<file path="src/rtl/risc_pkg.sv">
// Shared types and widths for the instruction sequencer and its decoder.
package risc_pkg;

  localparam int INSTR_W = 16;
  localparam int DATA_W  = 8;
  localparam int RADDR_W = 4;
  localparam int PC_W    = 3;

  localparam logic [3:0] OP_LI   = 4'b0001;
  localparam logic [3:0] OP_HALT = 4'b1111;

  typedef enum logic [2:0] {
    S_IDLE   = 3'd0,
    S_FETCH  = 3'd1,
    S_DECODE = 3'd2,
    S_EXEC   = 3'd3,
    S_WB     = 3'd4,
    S_DONE   = 3'd5
  } state_t;

endpackage

</file>
<file path="src/rtl/instr_decode.sv">
// Combinational field extraction from the latched instruction and opcode.
module instr_decode
  import risc_pkg::*;
(
  input  logic [INSTR_W-1:0] i_ir,
  input  logic [3:0]         i_opr,
  output logic               o_is_li,
  output logic               o_is_halt,
  output logic [RADDR_W-1:0] o_rd,
  output logic [RADDR_W-1:0] o_ra,
  output logic [RADDR_W-1:0] o_rb,
  output logic [DATA_W-1:0]  o_imm
);

  assign o_is_li   = (i_opr == OP_LI);
  assign o_is_halt = (i_opr == OP_HALT);
  // LI places its destination where ALU ops carry source A
  assign o_rd      = o_is_li ? i_ir[11:8] : i_ir[15:12];
  assign o_ra      = i_ir[11:8];
  assign o_rb      = i_ir[7:4];
  assign o_imm     = i_ir[7:0];

endmodule

</file>
<file path="src/rtl/instr_sequencer.sv">
// Multi-cycle fetch/decode/execute/writeback sequencer over an external
// program store, register file and ALU.
//   state  | meaning
//   IDLE   | waiting for start, all outputs quiet
//   FETCH  | latch instruction word and opcode at pc
//   DECODE | present register read addresses, branch on opcode
//   EXEC   | latch ALU result
//   WB     | one-cycle register file write, advance or wrap pc
//   DONE   | one-cycle done pulse, pc cleared
module instr_sequencer
  import risc_pkg::*;
#(
  parameter int PROG_LEN = 8
) (
  input  logic               clk,
  input  logic               rst_n,
  input  logic               start,
  output logic [PC_W-1:0]    instr_addr,
  input  logic [INSTR_W-1:0] instr_data,
  input  logic [3:0]         op_data,
  output logic [RADDR_W-1:0] rf_raddr1,
  output logic [RADDR_W-1:0] rf_raddr2,
  input  logic [DATA_W-1:0]  rf_rdata1,
  input  logic [DATA_W-1:0]  rf_rdata2,
  output logic [DATA_W-1:0]  alu_a,
  output logic [DATA_W-1:0]  alu_b,
  output logic [3:0]         alu_op,
  input  logic [DATA_W-1:0]  alu_result,
  output logic               rf_we,
  output logic [RADDR_W-1:0] rf_waddr,
  output logic [DATA_W-1:0]  rf_wdata,
  output logic               busy,
  output logic               done,
  output logic [PC_W-1:0]    pc
);

  state_t               r_state, w_next;
  logic [PC_W-1:0]      r_pc;
  logic [INSTR_W-1:0]   r_ir;
  logic [3:0]           r_opr;
  logic [DATA_W-1:0]    r_res;

  logic                 w_is_li, w_is_halt, w_rd_phase, w_last;
  logic [RADDR_W-1:0]   w_rd, w_ra, w_rb;
  logic [DATA_W-1:0]    w_imm;

  instr_decode u_decode (
    .i_ir      (r_ir),
    .i_opr     (r_opr),
    .o_is_li   (w_is_li),
    .o_is_halt (w_is_halt),
    .o_rd      (w_rd),
    .o_ra      (w_ra),
    .o_rb      (w_rb),
    .o_imm     (w_imm)
  );

  assign w_last = (r_pc == PC_W'(PROG_LEN - 1));

  always_ff @(posedge clk or negedge rst_n) begin
    if (!rst_n) r_state <= S_IDLE;
    else        r_state <= w_next;
  end

  always_comb begin
    w_next = r_state;
    case (r_state)
      S_IDLE:   if (start) w_next = S_FETCH;
      S_FETCH:  w_next = S_DECODE;
      S_DECODE: begin
        if (w_is_halt)    w_next = S_DONE;
        else if (w_is_li) w_next = S_WB;
        else              w_next = S_EXEC;
      end
      S_EXEC:   w_next = S_WB;
      S_WB:     w_next = w_last ? S_DONE : S_FETCH;
      S_DONE:   w_next = S_IDLE;
      default:  w_next = S_IDLE;
    endcase
  end

  always_ff @(posedge clk or negedge rst_n) begin
    if (!rst_n) begin
      r_pc  <= '0;
      r_ir  <= '0;
      r_opr <= '0;
      r_res <= '0;
    end else begin
      case (r_state)
        S_IDLE:  if (start) r_pc <= '0;
        S_FETCH: begin
          r_ir  <= instr_data;
          r_opr <= op_data;
        end
        S_EXEC:  r_res <= alu_result;
        S_WB:    r_pc  <= w_last ? '0 : r_pc + 3'd1;
        S_DONE:  r_pc  <= '0;
        default: ;
      endcase
    end
  end

  assign w_rd_phase = (r_state == S_DECODE) || (r_state == S_EXEC) || (r_state == S_WB);

  always_comb begin
    rf_raddr1 = '0;
    rf_raddr2 = '0;
    alu_a     = '0;
    alu_b     = '0;
    alu_op    = '0;
    rf_we     = 1'b0;
    rf_waddr  = '0;
    rf_wdata  = '0;
    if (w_rd_phase) begin
      rf_raddr1 = w_ra;
      rf_raddr2 = w_rb;
      alu_a     = rf_rdata1;
      alu_b     = rf_rdata2;
      alu_op    = r_opr;
    end
    if (r_state == S_WB) begin
      rf_we    = 1'b1;
      rf_waddr = w_rd;
      rf_wdata = w_is_li ? w_imm : r_res;
    end
  end

  assign instr_addr = r_pc;
  assign pc         = r_pc;
  assign busy       = (r_state != S_IDLE);
  assign done       = (r_state == S_DONE);

endmodule
</file>
<file path="config.mk">
export PLATFORM = sky130hd
export DESIGN_NAME = instr_sequencer
export DESIGN_NICKNAME = d
export VERILOG_FILES = /design/src/rtl/risc_pkg.sv /design/src/rtl/instr_decode.sv /design/src/rtl/instr_sequencer.sv
export SDC_FILE = /design/constraint.sdc
export NUM_CORES = 1
export LEC_CHECK = 0
export CAP_MARGIN = 10
export CORE_MARGIN = 2
export CORE_UTILIZATION = 41
export CTS_CLUSTER_DIAMETER = 80
export CTS_CLUSTER_SIZE = 24
export DETAILED_ROUTE_END_ITERATION = 8
export PLACE_DENSITY_LB_ADDON = 0.2
export REMOVE_ABC_BUFFERS = 1
export SLEW_MARGIN = 20
export SYNTH_ARGS = -nofsm -noshare
export SYNTH_HDL_FRONTEND = slang
export SYNTH_HIERARCHICAL = 1
export SYNTH_SLANG_ARGS = --single-unit
export TNS_END_PERCENT = 30
</file>
<file path="constraint.sdc">
create_clock -name clk -period 2.05 [get_ports clk]
set_input_delay 0.41 -clock clk [delete_from_list [all_inputs] [get_ports clk]]
set_output_delay 0.41 -clock clk [all_outputs]
set_load 0.02 [all_outputs]
</file>
# After elaboration in Yosys (flattened, before gate mapping)
# Cells that the tools add are included.
# classes
eq_ne	9
n_reduce_logical	6
n_mux	18
addsub	1
# op_table
cell	count
$mux W8	4
$mux W4	5
$mux W3	6
$pmux W3 S5	1
$eq A3 B3 Y1 const B	3
$pmux W3 S3	1
$eq A3 B2 Y1 const B	2
$reduce_bool A3 Y1	2
$eq A4 B1 Y1 const B	1
$eq A4 B4 Y1 const B	1
$add A3 B1 Y3 const B	1
$eq A3 B1 Y1 const B	1
$logic_not A3 Y1	1
$logic_or A1 B1 Y1	2
$ne A2 B2 Y1 const B	1
$reduce_and A2 Y1	1
$mux W1	1
# word_totals
elab_cells	39
inputBits	47
ff_bits	34
out_inout_bits	49

# Longest topological paths before layout
# depth
ltp_word	4
mapped_depth	6
mapped_depth_nobuf	4

# Modules after synthesis
# Netlist, hierarchy kept.
# modules_own_cells
module	n_inst	seq_area_each_um2	area_per_inst_um2	cells_per_inst
instr_sequencer	1	850.8	1764.2	144
instr_decode	1	0.0	198.9	22

# Worst setup path before layout
# No wires, ideal clock.
# synth_path
path_type	flip-flop to output port
from	register r_opr[1]
to	output rf_wdata[0]
path_stages_with_launch	5
arrival_time_ps	1653
required_time_ps	1640
path_slack_ps	-13
cell_sequence	dfrtp_1 > nor4b_4 > clkbuf_1 > mux2i_1 > nor2_1
# synth_via
elab_chain_cells	3
# synth_rtl
element	line	rtl
start: declaration	instr_sequencer.sv:40	logic [3:0] r_opr;
start signal: assignment	instr_sequencer.sv:93	r_opr <= op_data;
$eq A4 B1 Y1	instr_decode.sv:15	assign o_is_li = (i_opr == OP_LI);
named net w_is_li	instr_sequencer.sv:43	logic w_is_li, w_is_halt, w_rd_phase, w_last;
$mux W8	instr_sequencer.sv:124	rf_wdata = w_is_li ? w_imm : r_res;
$mux W8	instr_sequencer.sv:121	if (r_state == S_WB) begin
end: declaration	instr_sequencer.sv:31	output logic [DATA_W-1:0] rf_wdata,
# The timed path passes the listed nets, and every way through them passes these cells.

# Worst setup path in the final report
# layout_path
from	register r_opr[2]
to	output rf_waddr[2]
# layout_via
elab_chain_cells	3
# layout_rtl
element	line	rtl
$eq A4 B1 Y1	instr_decode.sv:15	
named net w_is_li	instr_sequencer.sv:43	
$mux W4	instr_decode.sv:18	assign o_rd = o_is_li ? i_ir[11:8] : i_ir[15:12];
named net w_rd[2]	instr_sequencer.sv:44	logic [RADDR_W-1:0] w_rd, w_ra, w_rb;
$mux W4	instr_sequencer.sv:121	
end: declaration	instr_sequencer.sv:30	output logic [RADDR_W-1:0] rf_waddr,
# The timed path passes the listed nets, and every way through them passes these cells.

==> impl_results.md <==
- Outcome: finished, violations left
- Failing checks: setup timing
- Core Area: between 4000 and 5000 µm²
- Switching part of the total: 38.83%
- Max H-tree Level: 2
- Distinct cells, synth: 28
- Worst-Skew Late Latency: between 200 and 300 ps
- Register area share after synthesis: 43.34%
- Worst Path Class, Setup: reg2out
- CP peak stage delay: between 400 and 500 ps
- Reg2reg path depth: 4
- Flop pwr share: 25.6%
- Yosys warns: 6
- Number of buffers on the longest clock path: 2
- Int Power: about 2900 µW
- Max-Cap Viols: 0
- Synth cell count leaders: dfrtp_1 (34), mux2_2 (33), buf_4 (19), nor2b_1 (17), nor2b_2 (13)
- First-pass GRT wire length: approximately 7100 µm
- FP Rows: 25
- CTS Buf Count: 5
- Critical Path AT: between 1500 and 2000 ps
- DP HPWL: 3137 µm
- Total GRT Usage: approximately 17%
- Crit path to: rf_waddr[2]
- Mean routed wirelength per cell: 14.58 µm
- Post-route DRC: 0
- Leakage power: 0.001415 µW
- Ys async rst share: 100.0%
- Worst R2R Setup Slack: roughly 460 ps
- Final Util: about two thirds
- Reg2reg end: r_res[7]
- IO Port Bufs: 95
- Combinational power share: around 65%
- CP Launch Type: flop
- Crit path launch: r_opr[2]
- Nets@finish: roughly 310
- Mapped Area: about 2000 µm²
- Synth area leaders: dfrtp_1 (43%), mux2_2 (19%), buf_4 (7.3%), nor2b_2 (5.8%), nor2b_1 (5.4%)
- Cell Count Post-Placement: around 300
- Crit-path slowest cell: dfrtp_1
- # diodes: 0
- Top FF cell, synth: dfrtp_1
- Via/cell ratio: ~4.8
- Mean Syn Cell Area: around 12 µm²
- Clock sink count: 34
- Pins over their slew limit: 0
- CP Capture Type: output pin
- Hold Crit Class: in2async
- Crit path max fanout: 4
- Routability Congestion: between 0.7 and 0.8
- Total chip power: 4754 µW
- Multi-input logic area: 1007 µm²
- Clk slew on worst S/H paths: around 60 ps
- Clock skew: 3.915 ps
- Number of global-route vias before repair: 1452
- Hold Slack: approximately 200 ps
- Synth top area share: 43.34%
- Final Critical Period: 2140 ps
- Total gr overflow: 0
- Count of final setup violators: 6
- Area growth from synthesis to layout: 55.58%
- Normalized max-slew margin: between 40% and 50%
- Net Switching: around 1800 µW
- Most frequent cell after synthesis: dfrtp_1
- Least-Margin Pin Slew: 751.2 ps
- Unrepaired setup endpoints after global routing: yes
- Initial Utilization: between 40% and 50%
- First drt pass iteration count: 4
- Seq. cell area: ~850 µm²
- Largest net degree at the start of global routing: 35
- Initial antenna violation count: 0
- CTS root buffer: clkbuf_8
- Fin crit share: 104.4%
- Reg-to-reg startpoint: r_state[1]
- Post-synth EDFFs: 0
- F_max: ~470 MHz
- Cells after Synth: 166
- Routed Antenna Nets: 0
- Pwr/cell area: between 1500 and 2000 nW/µm²
- CP required: 1640 ps
- Crit-path cells: nor4b_4, buf_4, mux2_4, and2_4, buf_6
- # fillers: between 300 and 400
- Post-CTS Hold Buffers: 0
- Seq cells post-synth: 34
- I/O pin total: 96
- Share of post-route cells with drive strength above 1: roughly 49%
- TritonCTS clock tree: built
- Worst ir drop on vdd: roughly 780 µV
- Final WL: 4635 µm
- Total number of vias: about 1500
- Clock Power Share: 9.4%
- Final setup margin: -90.19 ps
- Iteration-0 DRC Markers: 60
- Final std cells w/o fill: around 320
- Die Y: roughly 73 µm
- Die Wd: 73.20 µm
- Die ar.: ~5400 µm²
- Leading area contributor after synthesis: dfrtp_1
- Hold Violations, Final: 0
-- registers in the layout, summed over array words and instances (netlist names) --
register	flops
instr_addr	3
r_ir	16
r_opr	4
r_res	8
r_state	3
-- power groups by stage --
| stage | Combinational (µW) | Clock, µW | Sequential [µW] |
|---|---|---|---|
| after floorplan | 1550 | 0 | 1240 |
| after global placement | 2740 | 0 | 1210 |
| after detailed placement | 2770 | 0 | 1220 |
| after CTS | 2670 | 465 | 1210 |
| after global routing | 3310 | 497 | 1270 |
| final | 3090 | 446 | 1220 |
-- layer usage --
metal | share of wire, % | track usage (%) | wire, µm | vias to the layer above
met2 | 50 | 27.33 | 2310 | 49
met4 | 0.80 | 3.498 | 37 | 0
li1 | - | - | - | 736
met1 | 43 | 23.32 | 1999 | 723
met5 | 0 | 0 | 0 | -
met3 | 6.2 | 4.834 | 288 | 5
-- per-stage QoR --
step                      TNS [ps]  setup slack [ps]  cell area, µm²
after global routing         -2095            -150.3            3054
after global placement      -10250            -326.6            2897
after floorplan             -11280            -523.6            1773
final                       -367.0            -90.19            3054
after detailed placement    -10890            -372.1            2897
after CTS                   -742.4            -149.7            2845
-- worst min-delay path by stage --
stage	start	endpoint	slack (ps)	depth (start not counted)
2_1_floorplan	rst_n	instr_addr[0]	110	0
3_3_place_gp	r_res[0]	r_res[0]	490	1
3_5_place_dp	r_ir[15]	r_ir[15]	490	1
4_1_cts	rst_n	r_ir[14]	220	1
5_1_grt	rst_n	r_ir[14]	250	1
6_report	rst_n	r_ir[14]	200	1
-- cells in the final DEF, fill, tap and decap left out, types with 4 or more instances in the layout --
cell type        netlist  layout
clkdlybuf4s50_1        0      51
dfrtp_1               34      34
buf_4                 19      31
mux2_2                33      29
buf_6                  3      15
nor2b_1               17      13
buf_2                  2      12
nor2_1                 9       9
nor2b_2               13       9
mux2i_1                8       8
nor2b_4                0       8
clkbuf_8               0       5
and2_4                 0       4
mux2_4                 0       4
-- cell type report --
type,count,area share [%]
clock buffers,7,2.499
inverters,1,0.2868
multi-input cells,107,32.98
flip-flops and latches,34,27.86
well taps,54,2.212
repair buffers,115,34.17
-- timing repair --
item / 4_1_cts / 5_1_grt
hold endpoints to repair: 0 / 0
setup buffers: 2 / 5
endpoints found under the setup margin: 42 / 40
cloned: 1 / 0
resized for setup: 161 / 69
pin swaps: 2 / 4
-- worst max-delay path, delay by kind of cell (launching register included) --
kind / cells / cell delay, ps
and+or+nand+nor: 2 / 430
DFF: 1 / 410
buffers and inverters: 2 / 320
muxes: 1 / 300
-- cells by family after synthesis --
kind of cell,share of synthesized area [%]
DFF,43.34
buffers and inverters,10.13
adders and majority gates,1.274
muxes,23.01
AOI/OAI and AO/OA,2.040
and+or+nand+nor,20.20
No activity file was read; power rests on OpenSTA's default activity.
